### config.mk
export PLATFORM = sky130hd
export DESIGN_NAME = pps_monitor
export DESIGN_NICKNAME = d
export VERILOG_FILES = /design/src/rtl/pps_monitor.sv
export SDC_FILE = /design/constraint.sdc
export NUM_CORES = 1
export LEC_CHECK = 0
export ABC_AREA = 0
export BUFFER_PORTS_ARGS = -buffer_cell sky130_fd_sc_hd__buf_4
export CORE_UTILIZATION = 65
export CTS_CLUSTER_SIZE = 12
export DETAILED_ROUTE_END_ITERATION = 16
export PLACE_DENSITY_LB_ADDON = 0.2
export SYNTH_ARGS = -nofsm -noshare
export SYNTH_HDL_FRONTEND = slang
export SYNTH_SLANG_ARGS = --single-unit
### constraint.sdc
create_clock -name clk_in -period 9.1 [get_ports clk_in]
set_clock_uncertainty 0.2 [all_clocks]
set_input_delay 2.73 -clock clk_in [delete_from_list [all_inputs] [get_ports clk_in]]
set_output_delay 2.73 -clock clk_in [all_outputs]
set_load 0.02 [all_outputs]
### src/rtl/pps_monitor.sv
// rtl/pps_monitor.sv - PPS input qualifier, period meter and lock tracker
// Synchronizes and filters 1PPS, measures edge-to-edge period, tracks lock and loss of signal.
module pps_monitor #(
   parameter int unsigned CLK_FREQ   = 200_000_000,
   parameter int unsigned TOL        = 2_000,
   parameter int unsigned LOCK_COUNT = 4,
   parameter int unsigned FILTER     = 4
) (
   input  logic        clk_in,
   input  logic        areset_n,
   input  logic        pps_in,
   input  logic        clear_stats,
   output logic        pps_pulse,
   output logic [31:0] pps_period,
   output logic        pps_period_upd,
   output logic        pps_period_err,
   output logic        pps_valid,
   output logic        pps_missing,
   output logic [31:0] pps_edges
);

   localparam logic [31:0] HI_LIM = 32'(CLK_FREQ + TOL);
   localparam logic [31:0] LO_LIM = 32'(CLK_FREQ - TOL);
   localparam logic [31:0] FILT_N = 32'(FILTER);
   localparam logic [31:0] LOCK_N = 32'(LOCK_COUNT);

   typedef enum logic [1:0] {NO_SIGNAL, ACQUIRE, LOCKED} state_t;

   logic        sync1_q, sync1_d, sync2_q, sync2_d;
   logic        armed_q, armed_d;
   logic [31:0] run_q, run_d;
   logic [31:0] period_cnt_q, period_cnt_d;
   logic [31:0] good_q, good_d;
   state_t      state_q, state_d;
   logic        pulse_q, pulse_d;
   logic [31:0] period_q, period_d;
   logic        upd_q, upd_d, err_q, err_d, valid_q, valid_d, missing_q, missing_d;
   logic [31:0] edges_q, edges_d;

   logic        qual_edge;
   logic [31:0] cnt_inc;
   logic        period_good;
   logic        timeout;

   assign cnt_inc     = (period_cnt_q == 32'hFFFF_FFFF) ? period_cnt_q : period_cnt_q + 32'd1;
   assign period_good = (cnt_inc >= LO_LIM) && (cnt_inc <= HI_LIM);
   assign timeout     = (period_cnt_q == HI_LIM);

   // Edge filter: re-arms only once the synchronized input has been seen low.
   always_comb begin
      sync1_d   = pps_in;
      sync2_d   = sync1_q;
      armed_d   = armed_q;
      run_d     = run_q;
      qual_edge = 1'b0;
      if (!sync2_q) begin
         armed_d = 1'b1;
         run_d   = 32'd0;
      end else if (armed_q) begin
         if (run_q + 32'd1 == FILT_N) begin
            qual_edge = 1'b1;
            armed_d   = 1'b0;
            run_d     = 32'd0;
         end else begin
            run_d = run_q + 32'd1;
         end
      end
   end

   always_comb begin
      state_d      = state_q;
      good_d       = good_q;
      period_d     = period_q;
      upd_d        = 1'b0;
      err_d        = 1'b0;
      missing_d    = missing_q;
      edges_d      = edges_q;
      pulse_d      = qual_edge;
      period_cnt_d = qual_edge ? 32'd0 : cnt_inc;
      if (clear_stats) begin
         edges_d   = 32'd0;
         missing_d = 1'b0;
      end
      if (qual_edge) begin
         edges_d   = edges_d + 32'd1;
         missing_d = 1'b0;
      end
      case (state_q)
         NO_SIGNAL: begin
            if (qual_edge) begin
               state_d = ACQUIRE;
               good_d  = 32'd0;
            end
         end
         ACQUIRE, LOCKED: begin
            if (qual_edge) begin
               period_d = cnt_inc;
               upd_d    = 1'b1;
               if (period_good) begin
                  if (state_q == ACQUIRE) begin
                     good_d = good_q + 32'd1;
                     if (good_q + 32'd1 >= LOCK_N) state_d = LOCKED;
                  end
               end else begin
                  err_d   = 1'b1;
                  good_d  = 32'd0;
                  state_d = ACQUIRE;
               end
            end else if (timeout) begin
               state_d   = NO_SIGNAL;
               missing_d = 1'b1;
            end
         end
         default: state_d = NO_SIGNAL;
      endcase
      valid_d = (state_d == LOCKED);
   end

   always_ff @(posedge clk_in or negedge areset_n) begin
      if (!areset_n) begin
         sync1_q      <= 1'b0;
         sync2_q      <= 1'b0;
         armed_q      <= 1'b0;
         run_q        <= 32'd0;
         period_cnt_q <= 32'd0;
         good_q       <= 32'd0;
         state_q      <= NO_SIGNAL;
         pulse_q      <= 1'b0;
         period_q     <= 32'd0;
         upd_q        <= 1'b0;
         err_q        <= 1'b0;
         valid_q      <= 1'b0;
         missing_q    <= 1'b0;
         edges_q      <= 32'd0;
      end else begin
         sync1_q      <= sync1_d;
         sync2_q      <= sync2_d;
         armed_q      <= armed_d;
         run_q        <= run_d;
         period_cnt_q <= period_cnt_d;
         good_q       <= good_d;
         state_q      <= state_d;
         pulse_q      <= pulse_d;
         period_q     <= period_d;
         upd_q        <= upd_d;
         err_q        <= err_d;
         valid_q      <= valid_d;
         missing_q    <= missing_d;
         edges_q      <= edges_d;
      end
   end

   assign pps_pulse      = pulse_q;
   assign pps_period     = period_q;
   assign pps_period_upd = upd_q;
   assign pps_period_err = err_q;
   assign pps_valid      = valid_q;
   assign pps_missing    = missing_q;
   assign pps_edges      = edges_q;

endmodule

==> run_results.csv <==
group,metric,value,unit
drt,dr.pass1.iters,6,
drt,dr.first_iter.drc_count,1058,
clock_tree,cts_resized,0,
worst_setup_path,crit_start,"period_cnt_q[1]$_DFF_PN0_",
logic_synthesis,synth.largest_area_cell,"dfrtp_1",
worst_setup_path,timing.rr.start,"period_cnt_q[1]$_DFF_PN0_",
clock_tree,cts_tree,"done",
logic_synthesis,ys_seq_area_share,42.0,%
grt,grt_overflow,0,
drt,wire_per_inst,17.6,um
grt,grt_start_max_net_pins,104,
logic_synthesis,yosys-top-cells-area,"dfrtp_1, nor2_1, nand2_1",
worst_setup_path,cp_slowest_cell,"nor3_2",
timing,slew_headroom,27.0,%
layout,synthToLayoutAreaGrowth,10.9,%
logic_synthesis,ys_warn_count,0,
logic_synthesis,synthDistinctLibCells,74,
logic_synthesis,synth_commonest_cells,"dfrtp_1, nor2_1, nand2_1",
status,outcome,"completed",
layout,drive_gt1_share,10.2,%
worst_setup_path,start_kind,"flip-flop",
clock_tree,numCtsBuffers,17,
clock_tree,path_clk_slew,0.07,ns
placed_design,gp_congestion,0.959,
logic_synthesis,synth_top_area_share,42.0,%
logic_synthesis,synthMostInstantiatedCell,"dfrtp_1",
clock_tree,clock-sinks,170,
drt,route.vias.total,9407,
grt,grt_usage,32.8,%
timing,drv_slew,0,
floorplanning,rows,45,
timing,fin_crit,5.72,ns
min_path,hp-class,"flip-flop to flip-flop",
logic_synthesis,synth-main-ff-cell,"dfrtp_1",
grt,grt_pass1_vias,8737,
placed_design,place_hpwl,16900,um
clock_tree,cts_max_path_buffers,2,
worst_setup_path,rrSetupSlack,3.38,ns
logic_synthesis,synthCells,1215,
worst_setup_path,path_cells,"ha_1 > inv_1 > or4_4 > nor3_2 > o311ai_0 > o2bb2ai_1 > o311a_1 > a211o_1 > a211oi_4 > buf_4 > nand2_1 > o31ai_1",
grt,antenna_found_initial,0,
logic_synthesis,ys_ff_latch,170,
worst_setup_path,r2r_cells,12,
logic_synthesis,async_reset_ff_share,100,%
logic_synthesis,synth-edff-count,0,
floorplanning,die_area,16100,sq um
layout,diodes,0,
clock_tree,ctsHoldBuffers,0,
drt,viasPerCell,6.54,
pwr,vdd_drop_max,0.131,mV
clock_tree,cts_root_buf,"clkbuf_16",
worst_setup_path,required,9.23,ns
layout,nets,1250,
floorplanning,start_util,66.7,%
min_path,min_to,"sync2_q$_DFF_PN0_",
logic_synthesis,synth_area,10100,sq um
drt,finalWirelength,25300,um
timing,post-route-period-util,62.9,%
floorplanning,die_h,127,um
clock_tree,insertion_delay,0.43,ns
min_path,min_delay_path_depth,0,
worst_setup_path,cp_data_arrival_time,5.85,ns
drt,drc,0,
worst_setup_path,crit_fanout,37,
timing,fin_setup_tns,0,ns
timing,worstMarginPinSlew,1.09,ns
floorplanning,pin_count,73,
worst_setup_path,slowest_delay,0.88,ns
logic_synthesis,syn_area_per_cell,8.34,sq um
min_path,hold_start,"sync1_q$_DFF_PN0_",
pwr,power-per-cell-area,166,nW/um^2
timing,rsz0062_at_grt,"no",
pwr,p_leak,4.64,nW
pwr,total_power,1.86,mW
worst_setup_path,r2r_end,"good_q[16]$_DFFE_PN0P_",
timing,fmax,175,MHz
timing,report.final.setup_viol,0,
worst_setup_path,cp-end-kind,"flip-flop",
timing,finalHoldViolCount,0,
worst_setup_path,worstSetupPathType,"flip-flop to flip-flop",
drt,ant_nets,0,
clock_tree,post-cts-setup-buffers,0,
floorplanning,core,15200,sq um
placed_design,portBuffers,72,
run,maxCapViolations,0,
floorplanning,die_w,127,um
layout,final_core_util,73.9,%
grt,grt_first_pass_wirelength,42500,um
clock_tree,h-tree-depth,4,
logic_synthesis,syn-num-nets,1227,
-- flip-flops by register name, indices dropped and copies added (netlist names) --
register / cells
good_q: 32
period_cnt_q: 32
pps_edges: 32
pps_period: 32
run_q: 32
state_q: 2
armed_q: 1
pps_missing: 1
pps_period_err: 1
pps_period_upd: 1
pps_pulse: 1
pps_valid: 1
sync1_q: 1
sync2_q: 1
-- cells by family (layout without fill, tap and decap cells) --
group / count (synthesis) / count (layout) / synth area share [%]
XOR/XNOR: 70 / 70 / 6.05
buffers and inverters: 134 / 169 / 5.15
adder cells (fa/ha/maj): 8 / 8 / 0.988
AO/OA/AOI/OAI: 255 / 255 / 15.9
multiplexers: 11 / 11 / 1.10
AND/OR/NAND/NOR: 567 / 567 / 28.8
flip-flops: 170 / 170 / 42.0
-- critical path: cells and delay by family (launching register included) --
kind                       cells  cell delay [ns]
and+or+nand+nor                3             2.03
AOI/OAI and AO/OA              6             1.91
buffers and inverters          2             0.56
adders and majority gates      1             0.53
DFF                            1             0.40
-- per-layer routing --
| layer | wire length, um | track usage, % | vias up |
|---|---|---|---|
| met1 | 11300 | 45.6 | 4509 |
| met4 | 648 | 12.3 | 0 |
| met2 | 11800 | 51.1 | 400 |
| li1 | - | - | 4425 |
| met3 | 1570 | 6.37 | 73 |
| met5 | 0 | 0 | - |
-- cell type report --
class                      instances  area (sq um)
fill                            1167          3960
timing repair buffer              80           604
tap                              188           235
inverter                          58           218
sequential                       170          4250
clock buffer                      21           450
clock inverter                    10           119
multi-input combinational        911          5360
-- report_power, final --
| part | switching [mW] | leakage, nW | internal [mW] |
|---|---|---|---|
| registers | 0.0527 | 2.35 | 0.789 |
| logic | 0.209 | 2.02 | 0.102 |
| clock network | 0.297 | 0.275 | 0.411 |
-- metrics by stage --
step | hold WS (ns) | worst slack [ns] | instances | instance area [sq um]
finish | 0.157 | 3.38 | 1438 | 11200
global route | 0.164 | 3.06 | 1438 | 11200
CTS | 0.163 | 3.52 | 1438 | 11200
detailed placement | 0.149 | 3.55 | 1407 | 10700
global placement | 0.134 | 3.68 | 1407 | 10700
floorplan | 0.131 | 4.77 | 1215 | 10100
-- how the worst max path moves through the flow --
stage / to / cells after the start
after floorplan: pps_edges[22]$_DFF_PN0_ / 8
after global placement: good_q[16]$_DFFE_PN0P_ / 12
after detailed placement: good_q[16]$_DFFE_PN0P_ / 12
after CTS: good_q[16]$_DFFE_PN0P_ / 12
after global routing: good_q[16]$_DFFE_PN0P_ / 12
final: good_q[16]$_DFFE_PN0P_ / 12
-- layout by cell type (no fill, tap or decap), types with 4 or more instances in the layout --
master	n
dfrtp_1	170
nor2_1	125
nand2_1	124
o21ai_0	79
buf_4	79
nand3_1	64
nand4_1	59
inv_1	57
a21oi_1	57
xnor2_1	46
nor3_1	40
nor4_1	30
and3_1	27
o22ai_1	26
xor2_1	24
and2_1	17
or3_1	17
clkbuf_16	17
and4_1	12
nand2b_1	11
mux2i_1	10
o31ai_1	9
ha_1	8
a21o_1	7
or4_1	7
a31oi_1	6
nor3b_1	6
a2111oi_0	5
o31a_1	5
o21ai_1	5
a22o_1	4
nor2b_1	4
No activity file was read; power rests on OpenSTA's default activity.
